## config.mk

```make
export PLATFORM = sky130hd
export DESIGN_NAME = ram_copy_engine_flat
export DESIGN_NICKNAME = d
export VERILOG_FILES = /design/src/rtl/ram_copy_if.sv /design/src/rtl/ram_copy_engine.sv /design/src/flat_wrapper.sv
export SDC_FILE = /design/constraint.sdc
export NUM_CORES = 1
export LEC_CHECK = 0
export BUFFER_PORTS_ARGS = -buffer_cell sky130_fd_sc_hd__buf_2
export CAP_MARGIN = 20
export CORE_UTILIZATION = 40
export DETAILED_ROUTE_END_ITERATION = 6
export HOLD_SLACK_MARGIN = 0.12
export PLACE_DENSITY = 0.65
export SLEW_MARGIN = 10
export SYNTH_ARGS = -nofsm -noshare
export SYNTH_HDL_FRONTEND = slang
export SYNTH_SLANG_ARGS = --single-unit
```

## constraint.sdc

```tcl
create_clock -name clk -period 2.95 [get_ports clk]
set_input_delay 0 -clock clk [delete_from_list [all_inputs] [get_ports clk]]
set_output_delay 0 -clock clk [all_outputs]
set_load 0.02 [all_outputs]
```

## src/rtl/ram_copy_if.sv

```systemverilog
// ram_copy_if: RAM port bundle between the copy engine (master) and the asynchronous RAM (slave).
interface ram_copy_if #(
  parameter int ADDR_W = 6,
  parameter int DATA_W = 32
);
  logic [ADDR_W-1:0] mem_address;
  logic [DATA_W-1:0] mem_wdata;
  logic [DATA_W-1:0] mem_rdata;
  logic              mem_write;
  modport master (output mem_address, mem_wdata, mem_write, input mem_rdata);
  modport slave  (input mem_address, mem_wdata, mem_write, output mem_rdata);
endinterface

```

## src/rtl/ram_copy_engine.sv

```systemverilog
// ram_copy_engine: copies length words src->dst through an async RAM port with a registered, glitch-free write strobe.
// Optional RAM_COPY_CHECKSUM_EN adds a running sum of every word read.
module ram_copy_engine #(
  parameter int ADDR_W = 6,
  parameter int DATA_W = 32
) (
  input  logic              clk,
  input  logic              rst,
  input  logic              start,
  input  logic [ADDR_W-1:0] src_addr,
  input  logic [ADDR_W-1:0] dst_addr,
  input  logic [ADDR_W:0]   length,
  output logic              busy,
  output logic              done,
`ifdef RAM_COPY_CHECKSUM_EN
  output logic [DATA_W-1:0] checksum,
`endif
  ram_copy_if.master        mem
);
  typedef enum logic [2:0] {IDLE, RD, WS, WR, WH} state_t;
  state_t            state_q, state_d;
  logic [ADDR_W-1:0] src_q, src_d, dst_q, dst_d, addr_q, addr_d;
  logic [ADDR_W:0]   rem_q, rem_d;
  logic [DATA_W-1:0] wdata_q, wdata_d;
  logic              write_q, write_d, done_q, done_d;
  logic              accept;
  assign accept = (state_q == IDLE) && start;
  // Address only moves on RD->WS and WH->RD, so it never changes around a strobe-high cycle.
  always_comb begin
    state_d = state_q;
    src_d   = src_q;
    dst_d   = dst_q;
    addr_d  = addr_q;
    rem_d   = rem_q;
    wdata_d = wdata_q;
    write_d = 1'b0;
    done_d  = 1'b0;
    case (state_q)
      IDLE: if (start) begin
        src_d  = src_addr;
        dst_d  = dst_addr;
        rem_d  = length;
        done_d = (length == '0);
        state_d = (length == '0) ? IDLE : RD;
        addr_d  = (length == '0) ? addr_q : src_addr;
      end
      RD: begin
        wdata_d = mem.mem_rdata;
        addr_d  = dst_q;
        state_d = WS;
      end
      WS: begin
        write_d = 1'b1;
        state_d = WR;
      end
      WR: state_d = WH;
      WH: begin
        src_d   = src_q + 1'b1;
        dst_d   = dst_q + 1'b1;
        rem_d   = rem_q - 1'b1;
        done_d  = (rem_q == (ADDR_W+1)'(1));
        state_d = done_d ? IDLE : RD;
        addr_d  = done_d ? addr_q : src_q + 1'b1;
      end
      default: state_d = IDLE;
    endcase
  end
  always_ff @(posedge clk or posedge rst) begin
    if (rst) begin
      state_q <= IDLE;
      src_q   <= '0;
      dst_q   <= '0;
      addr_q  <= '0;
      rem_q   <= '0;
      wdata_q <= '0;
      write_q <= 1'b0;
      done_q  <= 1'b0;
    end else begin
      state_q <= state_d;
      src_q   <= src_d;
      dst_q   <= dst_d;
      addr_q  <= addr_d;
      rem_q   <= rem_d;
      wdata_q <= wdata_d;
      write_q <= write_d;
      done_q  <= done_d;
    end
  end
  assign busy            = state_q != IDLE;
  assign done            = done_q;
  assign mem.mem_address = addr_q;
  assign mem.mem_wdata   = wdata_q;
  assign mem.mem_write   = write_q;
`ifdef RAM_COPY_CHECKSUM_EN
  logic [DATA_W-1:0] chk_q, chk_d;
  always_comb begin
    chk_d = accept ? '0 : (state_q == RD) ? chk_q + mem.mem_rdata : chk_q;
  end
  always_ff @(posedge clk or posedge rst) begin
    if (rst) chk_q <= '0;
    else     chk_q <= chk_d;
  end
  assign checksum = chk_q;
`endif
endmodule

```

## src/flat_wrapper.sv

```systemverilog
// flat-port wrapper written by rule: the top's interface ports become plain ports
module ram_copy_engine_flat 
#(
  parameter int ADDR_W = 6,
  parameter int DATA_W = 32
)
  (clk, rst, start, src_addr, dst_addr, length, busy, done, mem_mem_address, mem_mem_wdata, mem_mem_write, mem_mem_rdata);
  ram_copy_if #(.ADDR_W(ADDR_W), .DATA_W(DATA_W)) mem_i ();
  input  logic clk;
  input  logic rst;
  input  logic start;
  input  logic [ADDR_W-1:0] src_addr;
  input  logic [ADDR_W-1:0] dst_addr;
  input  logic [ADDR_W:0] length;
  output logic busy;
  output logic done;
  output wire logic [$bits(mem_i.mem_address)-1:0] mem_mem_address;
  output wire logic [$bits(mem_i.mem_wdata)-1:0] mem_mem_wdata;
  output wire logic [$bits(mem_i.mem_write)-1:0] mem_mem_write;
  input wire logic [$bits(mem_i.mem_rdata)-1:0] mem_mem_rdata;
  assign mem_mem_address = mem_i.mem_address;
  assign mem_mem_wdata = mem_i.mem_wdata;
  assign mem_mem_write = mem_i.mem_write;
  assign mem_i.mem_rdata = mem_mem_rdata;
  ram_copy_engine #(.ADDR_W(ADDR_W), .DATA_W(DATA_W)) u_core (.clk(clk), .rst(rst), .start(start), .src_addr(src_addr), .dst_addr(dst_addr), .length(length), .busy(busy), .done(done), .mem(mem_i));
endmodule
```

-- Word-level counts from Yosys, hierarchy flattened
Index checks and enable logic that the tools add are counted.
Widths: inputs -> output; s select.
- logic and storage cells: 43
- output and inout port bits: 41
- input bits: 54
- register bits after elaboration: 62
- mux-type cells: 17
- add/subtract/negate cells: 3
- equal/unequal tests: 8
- reductions and logical operators: 7
- operators by type and width (operator ; count):
    $mux 6 ; 5
    $pmux 6 s2 ; 2
    $pmux 6 s3 ; 1
    $pmux 3 s5 ; 1
    $pmux 7 s2 ; 1
    $add 6x1->6 const B ; 2
    $eq 7x1->1 const B ; 1
    $logic_not 7->1 ; 1
    $mux 7 ; 1
    $sub 7x1->7 const B ; 1
    $eq 3x2->1 const B ; 2
    $ne 2x2->1 const B ; 3
    $reduce_bool 3->1 ; 2
    $mux 1 ; 4
    $reduce_and 4->1 ; 1
    $eq 3x1->1 const B ; 1
    $eq 3x3->1 const B ; 1
    $logic_not 3->1 ; 1
    $mux 3 ; 1
    $pmux 1 s2 ; 1
    $reduce_and 2->1 ; 1
    $reduce_bool 2->1 ; 1

-- Longest topological paths before layout
Gate-level depths: netlist of run 1.
- depth in word-level cells: 4
- gate-level depth with buffers: 6
- gate-level depth less buffers: 6

-- Worst setup path before layout of run 1
Ideal clock, no wire load.
- kind: flip-flop to flip-flop
- start point: register u_core.rem_q[3]
- end point: register u_core.addr_q[1], in the netlist u_core.mem.mem_address[1]
- setup slack: 1.151 ns
- library setup time: 0.125 ns
- stages on the path, launching flop included: 5
- clock period less this slack: 1.799 ns
- arrival: 1.674 ns
- data required time: 2.825 ns
- cells stage by stage: dfrtp_1 > or4_4 > nor3b_4 > a221oi_4 > mux2_4
- cells in the longest elaborated chain, start to end: 3
- ends and longest elaborated chain (what ; RTL line ; source):
    from (decl) ; ram_copy_engine.sv:23 ; logic [ADDR_W:0] rem_q, rem_d;
    from (signal assigned) ; ram_copy_engine.sv:83 ; rem_q <= rem_d;
    $eq 7x1->1 ; ram_copy_engine.sv:61 ; done_d = (rem_q == (ADDR_W+1)'(1));
    $ne 2x2->1 (no source line) ; -- ;
    $reduce_and 4->1 (no source line) ; -- ;
    to (signal assigned) ; ram_copy_engine.sv:82 ; addr_q <= addr_d;
    to (decl) ; ram_copy_engine.sv:22 ; logic [ADDR_W-1:0] src_q, src_d, dst_q, dst_d, addr_q, addr_d;
No other way between the ends.
A chain may end at the register's enable or synchronous reset.

-- Final worst setup path of run 1
- start point: register u_core.state_q[0]
- end point: register u_core.src_q[3]
- cells in the longest elaborated chain, start to end: 3
- elaborated cells on any way between the ends: 6
- ends and longest elaborated chain (what ; RTL line ; source):
    from (decl) ; ram_copy_engine.sv:21 ; state_t state_q, state_d;
    from (signal assigned) ; ram_copy_engine.sv:79 ; state_q <= state_d;
    $eq 3x3->1 or $logic_not 3->1 (tied branches) ; ram_copy_engine.sv:38 ; case (state_q)
    $reduce_bool 2->1 (no source line) or $ne 2x2->1 (tied branches) ; -- ;
    $reduce_and 2->1 (no source line) ; -- ;
    to (signal assigned) ; ram_copy_engine.sv:80 ; src_q <= src_d;
    to (decl) ; ram_copy_engine.sv:22 ;
Several ways; a longest one is shown, not always the timed one.

==> flow_summary.yaml, run 1 <==
status:
  status: "complete, no violations"
floorplanning:
  io_pins: 95
  fp-row-count: 31
  die_w_um: 88.1
  chipHeight_um: 88.1
  coreArea_sq_mm: 0.00721
  die_area_sq_mm: 0.00777
  start_util_pct: 41.1
sta:
  worst_slew_pin_slew_ps: 591
  slew_viol_final: 0
  fin_setup_tns_ps: 0
  finClkSkew_ps: 8.70
  fin_crit_ps: 2200
  hold_violations: 0
  whs_ps: 279
  setup_violations: 0
  rsz0062_at_grt: "no"
  max_freq_mhz: 455
  slew_headroom_pct: 60.5
  finalCritPeriodShare_pct: 74.4
cells_and_area:
  drive_above_1_share_pct: 31.9
  num-fill-cells: 602
  layoutNonFillerInstCount: 504
  num-nets-final: 458
  area_growth_pct: 44.4
  antenna_cells: 0
logic_synthesis:
  postSynthCellCount: 251
  yosysTopAreaCellShare_pct: 52.3
  ys_seq_elements: 62
  syn-num-nets: 309
  synth_top_flop_cell: "dfrtp_1"
  synth_edf_count: 0
  syn-cell-area_sq_mm: 0.00297
  yosysWarnings: 0
  ys_seq_area_share_pct: 52.3
  synthTopCellsByCount: "dfrtp_1 (62), mux2_1 (32), nor2_1 (17)"
  async_flop_share_pct: 100
  yosysMostFrequentCell: "dfrtp_1"
  synth_top_area_cell: "dfrtp_1"
  synth_cell_types: 51
  synth_area_leaders: "dfrtp_1 (52%), mux2_1 (12%), mux2_4 (2.5%)"
  synth.avg_cell_area_sq_um: 11.8
worst_setup_path:
  cp.required_ps: 3180
  crit_fanout: 16
  setup.worst_path.start_class: "flip-flop"
  critPathKind: "reg -> reg"
  endpoint_kind: "flip-flop"
  critPathArrivalTime_ps: 2430
power_and_ir_drop:
  power.leakage_nw: 1.96
  internal_power_mw: 2.69
  power_density_mw_per_mm2: 1050
  clkPwrFrac_pct: 18.1
  power.switching_mw: 1.80
  p_seq_share_pct: 36.0
  combPwrFrac_pct: 45.8
  ir_worst_vdd_mv: 0.457
  swShare_pct: 40.1
global_routing:
  antenna_found_initial: 0
  grt_pass1_vias: 2326
  globalRoute.totalOverflow: 0
  grt_pass1_wl_mm: 11.3
  track_usage_pct: 19.4
  grt_max_degree: 34
placed_design:
  placed_cells: 435
  gp_congestion: 0.790
  io_buffers: 94
  detailed_place_hpwl_mm: 4.65
min_path:
  hp-class: "in -> async"
detailed_routing:
  route.detailed.drc: 0
  ant_nets: 0
  vias: 2530
  via_per_inst: 5.02
  drt-pass1-iter-count: 4
  drt_first_iter_violations: 71
  finalWirelength_mm: 7.29
  wl_per_cell_um: 14.5
clock_tree:
  cts_resized: 0
  cts_sinks: 62
  clk_latency_ps: 340
  cts_root_buf: "clkbuf_8"
  htree_levels: 3
  cts_made_buffers: 9
  postCtsSetupBuffers: 0
  clk_pin_slew_ps: 70
  clock_path_buffers: 2
  cts_tree: "yes"
job:
  maxCapViolCount: 0
==> kinds of logic (layout without fill, tap and decap cells) <==
group / count (synthesis) / count (layout) / share of synthesized area, %
compound gates: 51 / 51 / 13.3
xor+xnor: 3 / 3 / 0.885
fa+ha+maj: 4 / 4 / 1.69
buf+inv: 23 / 177 / 3.20
flops: 62 / 62 / 52.3
mux: 39 / 39 / 15.3
simple gates: 69 / 69 / 13.3
==> worst paths after layout <==
check | depth (start not counted) | slack [ps] | to | startpoint
min in group clk | 3 | 400 | u_core.mem.mem_wdata[9] | mem_mem_rdata[9]
hold / removal | 3 | 280 | u_core.mem.mem_wdata[23] | rst
setup reg to reg | 4 | 750 | u_core.src_q[3] | u_core.state_q[0]
setup / recovery | 4 | 750 | u_core.src_q[3] | u_core.state_q[0]
max in group asynchronous | 4 | 1800 | u_core.dst_q[1] | rst
hold reg to reg | 1 | 490 | u_core.mem.mem_wdata[20] | u_core.mem.mem_wdata[20]
==> worst max-delay path, stage by stage, from the launching register on <==
cell	delay, ps
dfrtp_1	540
or4b_1	820
nand2_1	350
nand2_1	90
a221o_1	290
==> layer usage <==
metal,part of all wire (%),vias to the layer above,track usage (%)
met1,46,1211,24.4
met4,1.4,0,6.74
met2,46,87,32.3
li1,-,1222,-
met5,0,-,0
met3,6.4,10,5.37
==> layout by cell type (no fill, tap or decap), types with 3 or more instances in the layout <==
| master | netlist | layout |
|---|---|---|
| a211oi_1 | 3 | 3 |
| a21oi_1 | 11 | 11 |
| a221o_1 | 7 | 7 |
| buf_2 | 7 | 94 |
| buf_4 | 0 | 6 |
| clkbuf_8 | 0 | 9 |
| dfrtp_1 | 62 | 62 |
| dlygate4sd3_1 | 0 | 53 |
| ha_1 | 4 | 4 |
| inv_1 | 8 | 7 |
| mux2_1 | 32 | 32 |
| mux2_4 | 5 | 5 |
| nand2_1 | 14 | 14 |
| nand3_1 | 12 | 12 |
| nor2_1 | 17 | 17 |
| nor3_1 | 4 | 4 |
| o211ai_1 | 4 | 4 |
| o21ai_1 | 9 | 9 |
| xnor2_1 | 3 | 3 |
==> repair_timing <==
item | 4_1_cts | 5_1_grt
hold buffers | 53 | 0
endpoints found under the hold margin | 88 | 0
endpoints found under the setup margin | 0 | 0
==> stage by stage <==
step	worst slack, ps	area, sq um	power, mW	utilization, %
2_1_floorplan	1150	2970	3.04	-
3_3_place_gp	811	3540	3.59	49.1
3_5_place_dp	742	3540	3.65	49.1
4_1_cts	746	4290	4.53	59.4
5_1_grt	612	4290	4.82	59.4
6_report	754	4290	4.49	59.4
==> registers in the layout (all words and copies together), names as in the netlist <==
name and flops:
u_core.done 1, u_core.dst_q 6, u_core.mem.mem_address 6, u_core.mem.mem_wdata 32, u_core.mem.mem_write 1, u_core.rem_q 7, u_core.src_q 6, u_core.state_q 3
==> layout make-up <==
cell class / instances / area, sq um / share of cell area [%]
multi-input cells: 166 / 1320 / 30.8
flip-flops and latches: 62 / 1550 / 36.2
well taps: 99 / 124 / 2.89
clock inverters: 6 / 86.3 / 2.01
clock buffers: 10 / 128 / 2.98
repair buffers: 153 / 1050 / 24.4
inverters: 8 / 30.0 / 0.701
==> power groups by stage <==
stage	clock network (mW)	logic, mW	registers [mW]
after floorplan	0	1.15	1.90
after global placement	0	1.99	1.60
after detailed placement	0	2.02	1.62
after CTS	0.835	2.08	1.61
after global routing	0.881	2.26	1.68
final	0.815	2.06	1.62
Power figures use the tool's default switching activity.
==> inputs of run 2 (changes only) <==
- PLACE_DENSITY: 0.65 -> 0.68
- clock period: 2.95 -> 1.9 ns (I/O delays scaled with it)
==> flow_summary.yaml, run 2 (synthesized netlist as in run 1, its figures left out) <==
floorplanning:
  die_w_um: 88.1
  chipHeight_um: 88.1
  start_util_pct: 41.1
  coreArea_sq_mm: 0.00721
  io_pins: 95
  fp-row-count: 31
  die_area_sq_mm: 0.00777
worst_setup_path:
  critPathArrivalTime_ps: 2090
  crit_fanout: 6
  cp.required_ps: 2130
  critPathKind: "in -> reg"
  setup.worst_path.start_class: "input port"
  reg2reg_depth: 4
  endpoint_kind: "flip-flop"
cells_and_area:
  layout_commonest_cell: "buf_2"
  area_growth_pct: 48.0
  largest_register_ffs: 32
  final_cell_mix: "buf_2 (94), dfrtp_1 (62), dlygate4sd3_1 (53)"
  layoutNonFillerInstCount: 515
  num-nets-final: 469
  fin_util_pct: 60.9
  antenna_cells: 0
  drive_above_1_share_pct: 33.9
global_routing:
  grt_pass1_vias: 2529
  grt_pass1_wl_mm: 12.0
  globalRoute.totalOverflow: 0
  track_usage_pct: 20.6
  grt_max_degree: 40
  antenna_found_initial: 0
sta:
  hold_violations: 0
  finalCritPeriodShare_pct: 97.9
  slew_headroom_pct: 65.7
  rsz0062_at_grt: "yes"
  max_freq_mhz: 537
  whs_ps: 236
  finClkSkew_ps: 6.99
  worst_slew_pin_slew_ps: 513
  slew_viol_final: 0
  fin_setup_tns_ps: 0
  setup_violations: 0
  fin_crit_ps: 1860
clock_tree:
  clk_pin_slew_ps: 70
  clk_latency_ps: 340
  cts_root_buf: "clkbuf_8"
  htree_levels: 3
  cts_made_buffers: 9
  postCtsSetupBuffers: 0
  clock_path_buffers: 2
  cts_sinks: 62
  cts_tree: "yes"
detailed_routing:
  route.detailed.drc: 0
  vias: 2556
  ant_nets: 0
  wl_per_cell_um: 15.0
  drt-pass1-iter-count: 4
  drt_first_iter_violations: 88
  via_per_inst: 4.96
  finalWirelength_mm: 7.74
placed_design:
  placed_cells: 446
  detailed_place_hpwl_mm: 4.98
  io_buffers: 94
  gp_congestion: 0.827
min_path:
  hp-class: "in -> async"
power_and_ir_drop:
  power.leakage_nw: 2.03
  ir_worst_vdd_mv: 0.824
  power_density_mw_per_mm2: 1630
  total_power_mw: 7.16
status:
  status: "complete, no violations"
job:
  maxCapViolCount: 0
==> run 2: cell count changes in the layout (fill, tap and decap cells not counted), sizes merged <==
cell and change:
buf +11
==> run 2: routing by layer <==
layer  up-vias  track usage, %  part of all wire [%]
li1       1245               -                     -
met2        91            36.4                    48
met1      1208            25.0                    45
met5         -               0                     0
met4         0            5.28                   1.2
met3        12            5.56                   5.8
==> run 2: stage by stage <==
| stage | setup WS (ps) | instance area (sq um) |
|---|---|---|
| final | 39.4 | 4390 |
| after detailed placement | 43.9 | 3640 |
| after global routing | -7.54 | 4390 |
| after CTS | 22.2 | 4380 |
| after floorplan | 101 | 2970 |
| after global placement | 68.6 | 3640 |
==> run 2: area by class of cell <==
| class | instances | area [sq um] |
|---|---|---|
| Multi-Input combinational cell | 166 | 1330 |
| Inverter | 8 | 30.0 |
| Clock buffer | 10 | 128 |
| Fill cell | 593 | 2820 |
| Timing Repair Buffer | 164 | 1140 |
| Sequential cell | 62 | 1550 |
| Tap cell | 99 | 124 |
| Clock inverter | 6 | 86.3 |
==> run 2: final timing paths <==
check | start | end | slack, ps
max | length[2] | u_core.mem.mem_address[2] | 40
min | rst | u_core.rem_q[6] | 240
max reg2reg | u_core.rem_q[3] | u_core.mem.mem_address[2] | 50
min reg2reg | u_core.mem.mem_wdata[29] | u_core.mem.mem_wdata[29] | 480
max in group asynchronous | rst | u_core.dst_q[5] | 1070
min in group clk | mem_mem_rdata[23] | u_core.mem.mem_wdata[23] | 410
==> run 2: worst max-delay path, stage by stage <==
cell and delay, ps:
dlygate4sd3_1 530, buf_2 130, or4_4 560, o41ai_4 340
a221oi_4 190, mux2_4 340
==> run 2: power breakdown <==
part	internal (mW)	switching [mW]	leakage, nW
sequential	1.99	0.490	0.729
combinational	1.57	1.85	1.19
clock	0.736	0.522	0.106
==> run 2: timing repair <==
item	4_1_cts	5_1_grt
hold endpoints to repair	108	0
gates resized for setup	0	2
hold buffers	53	0
endpoints found under the setup margin	0	6
==> inputs of run 3 (changes only) <==
- CORE_ASPECT_RATIO: default -> 0.8
==> flow_summary.yaml, run 3 (synthesized netlist as in run 1, its figures left out) <==
cells_and_area:
  fin_util_pct: 62.5
  final_area_sq_mm: 0.00439
  final_cell_mix: "buf_2 (94), dfrtp_1 (60), dlygate4sd3_1 (53)"
  regArea_sq_mm: 0.00155
  num-nets-final: 472
  multi_input_area_sq_mm: 0.00133
  largest_register_ffs: 32
  layoutNonFillerInstCount: 506
  antenna_cells: 0
  area_growth_pct: 48.0
  drive_above_1_share_pct: 35.6
  layout_commonest_cell: "buf_2"
  num-fill-cells: 589
detailed_routing:
  ant_nets: 0
  drt-pass1-iter-count: 7
  wl_per_cell_um: 15.0
  route.detailed.drc: 8
  vias: 2580
  drt_first_iter_violations: 136
  finalWirelength_mm: 7.59
  via_per_inst: 5.10
worst_setup_path:
  cp.required_ps: 2110
  critPathArrivalTime_ps: 2080
  critPathKind: "in -> reg"
  crit_fanout: 6
  path_buf_inv: 2
  setup.worst_path.start_class: "input port"
  critical_path.cell_chain: "dlygate4sd3_1, buf_2, or4_4, o41ai_4, a221oi_4, mux2_4"
  cp_slowest_stage_delay_ps: 550
  cpLargestDelayFamily: "buffers and inverters"
  endpoint_kind: "flip-flop"
  slowest_stage: "dlygate4sd3_1"
placed_design:
  gp_congestion: 0.829
  io_buffers: 94
  placed_cells: 436
  place_area_sq_mm: 0.00364
  detailed_place_hpwl_mm: 5.02
power_and_ir_drop:
  power.leakage_nw: 2.03
  power_density_mw_per_mm2: 1640
  ir_worst_vdd_mv: 0.885
global_routing:
  grt_max_degree: 33
  grt_pass1_wl_mm: 12.7
  globalRoute.totalOverflow: 0
  grt_pass1_vias: 2639
  track_usage_pct: 21.1
  antenna_found_initial: 0
sta:
  slew_headroom_pct: 64.5
  hold_violations: 0
  slew_viol_final: 0
  max_freq_mhz: 536
  whs_ps: 264
  worst_slew_pin_slew_ps: 533
  setup_violations: 0
  fin_setup_tns_ps: 0
  rsz0062_at_grt: "yes"
  finClkSkew_ps: 6.69
  finalCritPeriodShare_pct: 98.2
  fin_crit_ps: 1870
floorplanning:
  chipHeight_um: 79.0
  die_area_sq_mm: 0.00777
  io_pins: 95
  coreArea_sq_mm: 0.00703
  start_util_pct: 42.2
  die_w_um: 98.3
  fp-row-count: 27
clock_tree:
  cts_made_buffers: 9
  clk_pin_slew_ps: 70
  cts_tree: "yes"
  cts_root_buf: "clkbuf_8"
  clock_path_buffers: 2
  clk_latency_ps: 330
  htree_levels: 3
  cts_sinks: 62
status:
  status: "finished, violations left"
  failed_checks: "design-rule violations"
min_path:
  hp-class: "in -> async"
job:
  maxCapViolCount: 0
## run 3: cell count changes in the layout (fill, tap and decap cells not counted), moves of 2 or more
cell / change
dfrtp_2: +2
clkinv_4: +2
dfrtp_1: -2
buf_4: +4
## run 3: repair_timing
| action | in CTS | in global routing |
|---|---|---|
| endpoints found under the hold margin | 82 | 0 |
| buffers inserted | 0 | 2 |
| gates resized for setup | 1 | 4 |
| hold buffers | 53 | 0 |
| setup endpoints to repair | 23 | 9 |
| pin swaps | 2 | 3 |
## run 3: area by class of cell
| type | count | share of cell area (%) |
|---|---|---|
| clock buffers | 9 | 2.82 |
| clock inverters | 7 | 2.25 |
| inverters | 8 | 0.684 |
| multi-input cells | 166 | 30.2 |
| flip-flops and latches | 62 | 35.4 |
| well taps | 87 | 2.48 |
| repair buffers | 167 | 26.2 |
## run 3: metrics by stage
| step | total power [mW] | setup WS [ps] |
|---|---|---|
| 2_1_floorplan | 4.73 | 101 |
| 3_3_place_gp | 5.78 | 16.3 |
| 3_5_place_dp | 5.86 | -12.2 |
| 4_1_cts | 7.25 | 2.29 |
| 5_1_grt | 7.68 | -6.41 |
| 6_report | 7.18 | 33.7 |
## run 3: final timing paths
check	slack, ps	depth (start not counted)	from	endpoint
max in group asynchronous	960	4	rst	u_core.state_q[0]
worst max register to register	80	5	u_core.state_q[0]	u_core.mem.mem_address[2]
min in group clk	410	3	mem_mem_rdata[21]	u_core.mem.mem_wdata[21]
worst min-delay path	260	3	rst	u_core.mem.mem_wdata[10]
worst max-delay path	30	6	length[2]	u_core.mem.mem_address[3]
worst min register to register	480	1	u_core.mem.mem_wdata[5]	u_core.mem.mem_wdata[5]
## run 3: tightest hold or removal path: cells and delay by family
family,cells,cell delay [ps]
buf+inv,3,1040
## run 3: metal layers
layer	GRT usage, %	up-vias	wire length (um)
li1	-	1256	-
met1	26.8	1236	3500
met2	35.2	74	3610
met3	5.11	14	323
met4	7.76	0	150
met5	0	-	0
## run 3: power breakdown
| part | internal, mW | switching [mW] |
|---|---|---|
| Clock | 0.742 | 0.539 |
| Sequential | 1.99 | 0.505 |
| Combinational | 1.58 | 1.82 |
| Total | 4.31 | 2.87 |
